$ cat src/rtl/seven_seg_pkg.sv
// Shared seven-segment definitions: segment patterns {G,F,E,D,C,B,A} active-high,
// scan-decoder state encoding and segment bus width.
package seven_seg_pkg;

  localparam int SEG_W = 7;

  localparam logic [SEG_W-1:0] SEG_HEX_0 = 7'h3F;
  localparam logic [SEG_W-1:0] SEG_HEX_1 = 7'h06;
  localparam logic [SEG_W-1:0] SEG_HEX_2 = 7'h5B;
  localparam logic [SEG_W-1:0] SEG_HEX_3 = 7'h4F;
  localparam logic [SEG_W-1:0] SEG_HEX_4 = 7'h66;
  localparam logic [SEG_W-1:0] SEG_HEX_5 = 7'h6D;
  localparam logic [SEG_W-1:0] SEG_HEX_6 = 7'h7D;
  localparam logic [SEG_W-1:0] SEG_HEX_7 = 7'h07;
  localparam logic [SEG_W-1:0] SEG_HEX_8 = 7'h7F;
  localparam logic [SEG_W-1:0] SEG_HEX_9 = 7'h67;
  localparam logic [SEG_W-1:0] SEG_HEX_A = 7'h77;
  localparam logic [SEG_W-1:0] SEG_HEX_B = 7'h7C;
  localparam logic [SEG_W-1:0] SEG_HEX_C = 7'h39;
  localparam logic [SEG_W-1:0] SEG_HEX_D = 7'h5E;
  localparam logic [SEG_W-1:0] SEG_HEX_E = 7'h79;
  localparam logic [SEG_W-1:0] SEG_HEX_F = 7'h71;

  typedef enum logic [1:0] {
    IDLE   = 2'd0,
    SETTLE = 2'd1,
    HOLD   = 2'd2
  } scan_state_e;

endpackage

$ cat src/rtl/seven_seg_pattern_decode.sv
// Inverse of the hex-to-segment encoder: maps a 7-bit pattern back to a nibble.
// Patterns outside the table decode to 0 with invalid set.
module seven_seg_pattern_decode
  import seven_seg_pkg::*;
(
  input  logic [SEG_W-1:0] pattern,
  output logic [3:0]       value,
  output logic             invalid
);

  always_comb begin
    value   = 4'h0;
    invalid = 1'b0;
    case (pattern)
      SEG_HEX_0: value = 4'h0;
      SEG_HEX_1: value = 4'h1;
      SEG_HEX_2: value = 4'h2;
      SEG_HEX_3: value = 4'h3;
      SEG_HEX_4: value = 4'h4;
      SEG_HEX_5: value = 4'h5;
      SEG_HEX_6: value = 4'h6;
      SEG_HEX_7: value = 4'h7;
      SEG_HEX_8: value = 4'h8;
      SEG_HEX_9: value = 4'h9;
      SEG_HEX_A: value = 4'hA;
      SEG_HEX_B: value = 4'hB;
      SEG_HEX_C: value = 4'hC;
      SEG_HEX_D: value = 4'hD;
      SEG_HEX_E: value = 4'hE;
      SEG_HEX_F: value = 4'hF;
      default:   invalid = 1'b1;
    endcase
  end

endmodule

$ cat src/rtl/seven_seg_scan_decoder.sv
// Snoops a multiplexed seven-segment bus, debounces each digit slot and assembles
// decoded digits into frames. Define SEVEN_SEG_DP_EN to also capture the DP segment.
module seven_seg_scan_decoder
  import seven_seg_pkg::*;
#(
  parameter int NUM_DIGITS    = 4,
  parameter int STABLE_CYCLES = 4
) (
  input  logic                    clk,
  input  logic                    rst_n,
  input  logic [SEG_W-1:0]        seg_in,
  input  logic [NUM_DIGITS-1:0]   dig_en,
`ifdef SEVEN_SEG_DP_EN
  input  logic                    dp_in,
  output logic                    upd_dp,
  output logic [NUM_DIGITS-1:0]   frame_dp,
`endif
  output logic                    upd_valid,
  output logic [2:0]              upd_digit,
  output logic [3:0]              upd_value,
  output logic                    upd_invalid,
  output logic                    ghost_err,
  output logic                    frame_valid,
  input  logic                    frame_ready,
  output logic [4*NUM_DIGITS-1:0] frame_data,
  output logic [NUM_DIGITS-1:0]   frame_invalid,
  output logic                    overrun
);

  localparam int CNT_W = $clog2(STABLE_CYCLES + 1);
`ifdef SEVEN_SEG_DP_EN
  localparam int SW = NUM_DIGITS + SEG_W + 1;
`else
  localparam int SW = NUM_DIGITS + SEG_W;
`endif

  logic [SEG_W-1:0]            seg_m, seg_s;
  logic [NUM_DIGITS-1:0]       dig_m, dig_s;
  logic [SW-1:0]               s, prev_s;
  logic [CNT_W-1:0]            stab_cnt, stab_nxt;
  logic                        changed, settled, onehot, capture, complete;
  logic [2:0]                  idx;
  logic [3:0]                  dec_value;
  logic                        dec_invalid;
  logic [NUM_DIGITS-1:0][3:0]  digits;
  logic [NUM_DIGITS-1:0]       inv_r, seen, seen_nxt;
  scan_state_e                 state;

`ifdef SEVEN_SEG_DP_EN
  logic                        dp_m, dp_s;
  logic [NUM_DIGITS-1:0]       dp_r;
  assign s = {dp_s, dig_s, seg_s};
`else
  assign s = {dig_s, seg_s};
`endif

  seven_seg_pattern_decode u_dec (
    .pattern (seg_s),
    .value   (dec_value),
    .invalid (dec_invalid)
  );

  // Settled is judged on the count this edge will store, so capture lands
  // exactly STABLE_CYCLES clocks after the synchronized sample changes.
  always_comb begin
    changed = (s != prev_s);
    if (changed)
      stab_nxt = CNT_W'(1);
    else if (stab_cnt == CNT_W'(STABLE_CYCLES))
      stab_nxt = stab_cnt;
    else
      stab_nxt = stab_cnt + CNT_W'(1);
    settled = !changed && (stab_nxt == CNT_W'(STABLE_CYCLES));
  end

  always_comb begin
    idx = 3'd0;
    for (int i = 0; i < NUM_DIGITS; i++)
      if (dig_s[i]) idx = 3'(i);
    onehot   = (dig_s != '0) && ((dig_s & (dig_s - NUM_DIGITS'(1))) == '0);
    capture  = (state == SETTLE) && settled && onehot;
    complete = &seen;
    seen_nxt = complete ? '0 : seen;
    if (capture) seen_nxt = seen_nxt | dig_s;
  end

  always_ff @(posedge clk) begin
    if (!rst_n) begin
      seg_m         <= '0;
      seg_s         <= '0;
      dig_m         <= '0;
      dig_s         <= '0;
      prev_s        <= '0;
      stab_cnt      <= '0;
      state         <= IDLE;
      digits        <= '0;
      inv_r         <= '0;
      seen          <= '0;
      upd_valid     <= 1'b0;
      upd_digit     <= '0;
      upd_value     <= '0;
      upd_invalid   <= 1'b0;
      ghost_err     <= 1'b0;
      frame_valid   <= 1'b0;
      frame_data    <= '0;
      frame_invalid <= '0;
      overrun       <= 1'b0;
`ifdef SEVEN_SEG_DP_EN
      dp_m          <= 1'b0;
      dp_s          <= 1'b0;
      dp_r          <= '0;
      upd_dp        <= 1'b0;
      frame_dp      <= '0;
`endif
    end else begin
      seg_m     <= seg_in;
      seg_s     <= seg_m;
      dig_m     <= dig_en;
      dig_s     <= dig_m;
`ifdef SEVEN_SEG_DP_EN
      dp_m      <= dp_in;
      dp_s      <= dp_m;
`endif
      prev_s    <= s;
      stab_cnt  <= stab_nxt;
      upd_valid <= 1'b0;
      ghost_err <= 1'b0;
      seen      <= seen_nxt;

      if (frame_valid && frame_ready) frame_valid <= 1'b0;
      // A frame completing while the previous one is still pending is dropped.
      if (complete) begin
        if (!frame_valid || frame_ready) begin
          frame_valid   <= 1'b1;
          frame_data    <= digits;
          frame_invalid <= inv_r;
`ifdef SEVEN_SEG_DP_EN
          frame_dp      <= dp_r;
`endif
        end else begin
          overrun <= 1'b1;
        end
      end

      if (capture) begin
        for (int i = 0; i < NUM_DIGITS; i++) begin
          if (dig_s[i]) begin
            digits[i] <= dec_value;
            inv_r[i]  <= dec_invalid;
`ifdef SEVEN_SEG_DP_EN
            dp_r[i]   <= dp_s;
`endif
          end
        end
        upd_valid   <= 1'b1;
        upd_digit   <= idx;
        upd_value   <= dec_value;
        upd_invalid <= dec_invalid;
`ifdef SEVEN_SEG_DP_EN
        upd_dp      <= dp_s;
`endif
      end

      case (state)
        IDLE:
          if (dig_s != '0) state <= SETTLE;
        SETTLE:
          if (changed)
            state <= (dig_s != '0) ? SETTLE : IDLE;
          else if (settled) begin
            if (onehot)
              state <= HOLD;
            else if (dig_s != '0) begin
              ghost_err <= 1'b1;
              state     <= HOLD;
            end else
              state <= IDLE;
          end
        HOLD:
          if (changed) state <= (dig_s != '0) ? SETTLE : IDLE;
        default:
          state <= IDLE;
      endcase
    end
  end

endmodule

$ cat config.mk
export PLATFORM = sky130hd
export DESIGN_NAME = seven_seg_scan_decoder
export DESIGN_NICKNAME = d
export VERILOG_FILES = /design/src/rtl/seven_seg_pkg.sv /design/src/rtl/seven_seg_pattern_decode.sv /design/src/rtl/seven_seg_scan_decoder.sv
export SDC_FILE = /design/constraint.sdc
export NUM_CORES = 1
export LEC_CHECK = 0
export ABC_AREA = 0
export CORE_ASPECT_RATIO = 0.75
export CORE_MARGIN = 2
export CORE_UTILIZATION = 60
export CTS_BUF_LIST = sky130_fd_sc_hd__clkbuf_8 sky130_fd_sc_hd__clkbuf_16
export CTS_CLUSTER_DIAMETER = 100
export DETAILED_ROUTE_END_ITERATION = 8
export DONT_BUFFER_PORTS = 1
export PLACE_DENSITY = 0.83
export SETUP_SLACK_MARGIN = 0.5
export SLEW_MARGIN = 20
export SYNTH_ARGS = -nofsm -noshare
export SYNTH_HDL_FRONTEND = slang
export SYNTH_SLANG_ARGS = --single-unit
$ cat constraint.sdc
create_clock -name clk -period 2.3 [get_ports clk]
set_input_delay 0.23 -clock clk [delete_from_list [all_inputs] [get_ports clk]]
set_output_delay 0.23 -clock clk [all_outputs]
set_load 0.1 [all_outputs]
==> impl_metrics.env <==
export IMPL_synthCells=408
export IMPL_grt_pass1_vias=2660
export IMPL_synth_top_family_by_area="simple AND/OR/NAND/NOR gates"
export IMPL_p_int_mw=2.18
export IMPL_yosys_warnings=0
export IMPL_synth_most_common_cell="dfxtp_1"
export IMPL_dr_first_iter_drc_count=187
export IMPL_hold_path_class="in2reg"
export IMPL_sw_frac_of_total_pct=24.3
export IMPL_crit_path_end_kind="flop"
export IMPL_setup_viol=0
export IMPL_synth_simple_area_share_pct=24.4
export IMPL_cp_start_kind="flop"
export IMPL_worst_setup_path_type="reg2reg"
export IMPL_dr_pass1_iters=4
export IMPL_drive_gt1_share_pct=22.1
export IMPL_place_inst=498
export IMPL_grt_start_max_net_pins=36
export IMPL_path_max_fanout=7
export IMPL_cts_htree_levels=3
export IMPL_finalCritPeriodShare_pct=83.3
export IMPL_p_sw_mw=0.701
export IMPL_synthDominantCellAreaShare_pct=48.8
export IMPL_yosysTopAreaCell="dfxtp_1"
export IMPL_post_dp_hpwl_microns=5080
export IMPL_clk_path_buf_depth=2
export IMPL_synthTopCellsByArea="dfxtp_1, nand2_1, mux2i_1, and2_1, a21oi_1"
export IMPL_synth_top_cells_by_count="dfxtp_1, nand2_1, a21oi_1"
export IMPL_die_area_sq_um=7020
export IMPL_synthesis_nets=424
export IMPL_syn_area_sq_um=3820
export IMPL_area_growth_synth_to_final_pct=18.0
export IMPL_yosys_register_bits=93
export IMPL_period_needed_ns=1.92
export IMPL_max_freq_mhz=522
export IMPL_synth_compound_area_share_pct=9.34
export IMPL_yosysSeqAreaShare_pct=48.8
export IMPL_synth_top_flop_cell="dfxtp_1"
export IMPL_finalNetCount=464
export IMPL_grt_use_total_pct=23.3
export IMPL_start_util_pct=61.3
export IMPL_synth_xor_area_share_pct=3.90
export IMPL_fin_setup_tns_ns=0
export IMPL_synthMuxAreaShare_pct=7.34
export IMPL_grt_pass1_wl_microns=12500
export IMPL_row_count=25
export IMPL_avgSynthCellArea_sq_um=9.36
export IMPL_cts_sinks=93
export IMPL_powerDensity_nw_per_um2=639
export IMPL_cts_buffers=9
export IMPL_synth_adder_area_share_pct=0.918
export IMPL_worst_slew_pin_slew_ns=0.741
export IMPL_maxCapViolCount=0
export IMPL_cts_tree="done"
export IMPL_fillCellCount=458
export IMPL_async_flop_share_pct=0
export IMPL_wl_microns=7910
export IMPL_final_hold_viol_count=0
export IMPL_globalplace_congestion=0.814
export IMPL_critPathArrivalTime_ns=2.21
export IMPL_cts_root_buf="clkbuf_8"
export IMPL_pre_cts_ws_ns=0.190
export IMPL_irDropWorstVdd_mv=0.515
export IMPL_insertion_delay_ns=0.37
export IMPL_ios=46
export IMPL_pwr_share_comb_pct=6.6
export IMPL_seq_power_share_pct=58.1
export IMPL_io_buffers=0
export IMPL_ant_nets=0
export IMPL_num_vias=2936
export IMPL_worst_ep_required_time_ns=2.60
export IMPL_instances_no_fill=534
export IMPL_core_sq_um=6220
export IMPL_antenna_found_initial=0
export IMPL_layout_setup_ws_ns=0.384
export IMPL_detail_route_wl_per_cell_microns=14.8
export IMPL_drv_slew=0
export IMPL_synth_edf_count=0
export IMPL_viasPerCell=5.50
export IMPL_grt_ovfl_total=0
export IMPL_drcViolationCount=0
export IMPL_fp_dieH_microns=73.1
export IMPL_antennaDiodeCount=0
export IMPL_p_clk_share_pct=35.3
export IMPL_p_leak_nw=1.83
export IMPL_rsz0062_at_grt="true"
export IMPL_clk_pin_slew_ns=0.09
export IMPL_outcome="completed"
export IMPL_synth_cell_types=56
export IMPL_skew_ns=0.00614
export IMPL_die_w_microns=96.1
export IMPL_relSlewSlack_pct=50.6
export IMPL_timing_hold_ws_ns=0.0177
[kinds of logic (layout without fill, tap and decap cells)]
group	count (synthesis)	after routing
mux	28	28
compound gates	57	57
xor+xnor	17	17
buf+inv	39	84
simple gates	170	170
fa+ha+maj	3	3
other cells	1	1
flops	93	93
[registers in the layout (all words and copies together), names as in the netlist, 2 cells and up]
| signal | cells |
|---|---|
| dig_m | 4 |
| dig_s | 4 |
| digits | 16 |
| frame_data | 16 |
| frame_invalid | 4 |
| inv_r | 4 |
| prev_s | 11 |
| seen | 4 |
| seg_m | 7 |
| seg_s | 7 |
| stab_cnt | 3 |
| state | 2 |
| upd_digit | 2 |
| upd_value | 4 |
[final timing paths]
check	from	cells past startpoint	slack, ns	endpoint
setup / recovery	stab_cnt[0]$_SDFF_PN0_	8	0.38	digits[9]$_SDFFE_PN0P_
hold / removal	rst_n	2	0.02	digits[12]$_SDFFE_PN0P_
setup reg to reg	stab_cnt[0]$_SDFF_PN0_	8	0.38	digits[9]$_SDFFE_PN0P_
hold reg to reg	seg_m[0]$_SDFF_PN0_	1	0.44	seg_s[0]$_SDFF_PN0_
[metrics by stage]
stage / total power [mW] / util, % / instance area (sq um)
after global routing: 2.97 / 72.3 / 4500
after CTS: 2.88 / 71.3 / 4440
after floorplan: 1.84 / - / 3840
final: 2.88 / 72.3 / 4500
after detailed placement: 1.85 / 65.3 / 4060
after global placement: 1.84 / 65.3 / 4060
[cell type report]
cell class	instances	area [sq um]	area share [%]
sequential	93	1890	42.0
multi-input combinational	276	1810	40.3
timing repair buffer	59	475	10.6
clock buffer	11	151	3.36
tap	81	101	2.25
inverter	9	38.8	0.861
clock inverter	5	33.8	0.750
[critical path, cell delays in order, from the launching register on]
cell	delay [ns]
dfxtp_4	0.37
buf_4	0.14
ha_2	0.21
and4bb_2	0.26
a211oi_4	0.22
nor2_4	0.10
buf_4	0.16
nand4_4	0.17
mux2i_1	0.21
[per-layer routing]
| layer | vias up | GRT usage [%] | wire (microns) |
|---|---|---|---|
| met1 | 1381 | 30.1 | 3370 |
| met2 | 81 | 37.8 | 3880 |
| met3 | 15 | 5.99 | 562 |
| met4 | 0 | 8.41 | 89 |
| li1 | 1459 | - | - |
| met5 | - | 0 | 0 |
[timing repair]
action,in CTS,in global routing
buffers inserted,5,3
pin swaps,3,4
hold buffers,12,0
endpoints found under the hold margin,30,0
resized for setup,16,11
endpoints found under the setup margin,37,43
[power by group through the flow]
stage | clock network [mW] | registers (mW) | logic [mW]
floorplan | 0 | 1.68 | 0.155
global placement | 0 | 1.71 | 0.133
detailed placement | 0 | 1.71 | 0.140
CTS | 1.03 | 1.67 | 0.175
global route | 1.09 | 1.68 | 0.207
finish | 1.02 | 1.67 | 0.191
[layout by cell type, fill, tap and decap left out, types with 2 or more instances in the layout]
cell	instances
clkinvlp_4	2
nand3_1	7
dfxtp_2	10
o21ai_0	6
a211oi_1	2
and2_1	31
nand4_1	4
dlygate4sd3_1	11
a21oi_1	32
xnor2_1	12
nand4_4	2
mux2i_1	28
nand4_2	2
buf_4	47
inv_1	6
a31o_2	2
inv_4	2
dfxtp_4	4
nand2_1	75
nor4b_1	7
and4bb_2	2
clkinv_2	2
xor2_1	5
nor3_1	4
dfxtp_1	79
nor2_1	14
nor4_1	2
o31ai_1	2
nand2b_1	4
clkbuf_8	11
(Power assumes the default switching activity.)
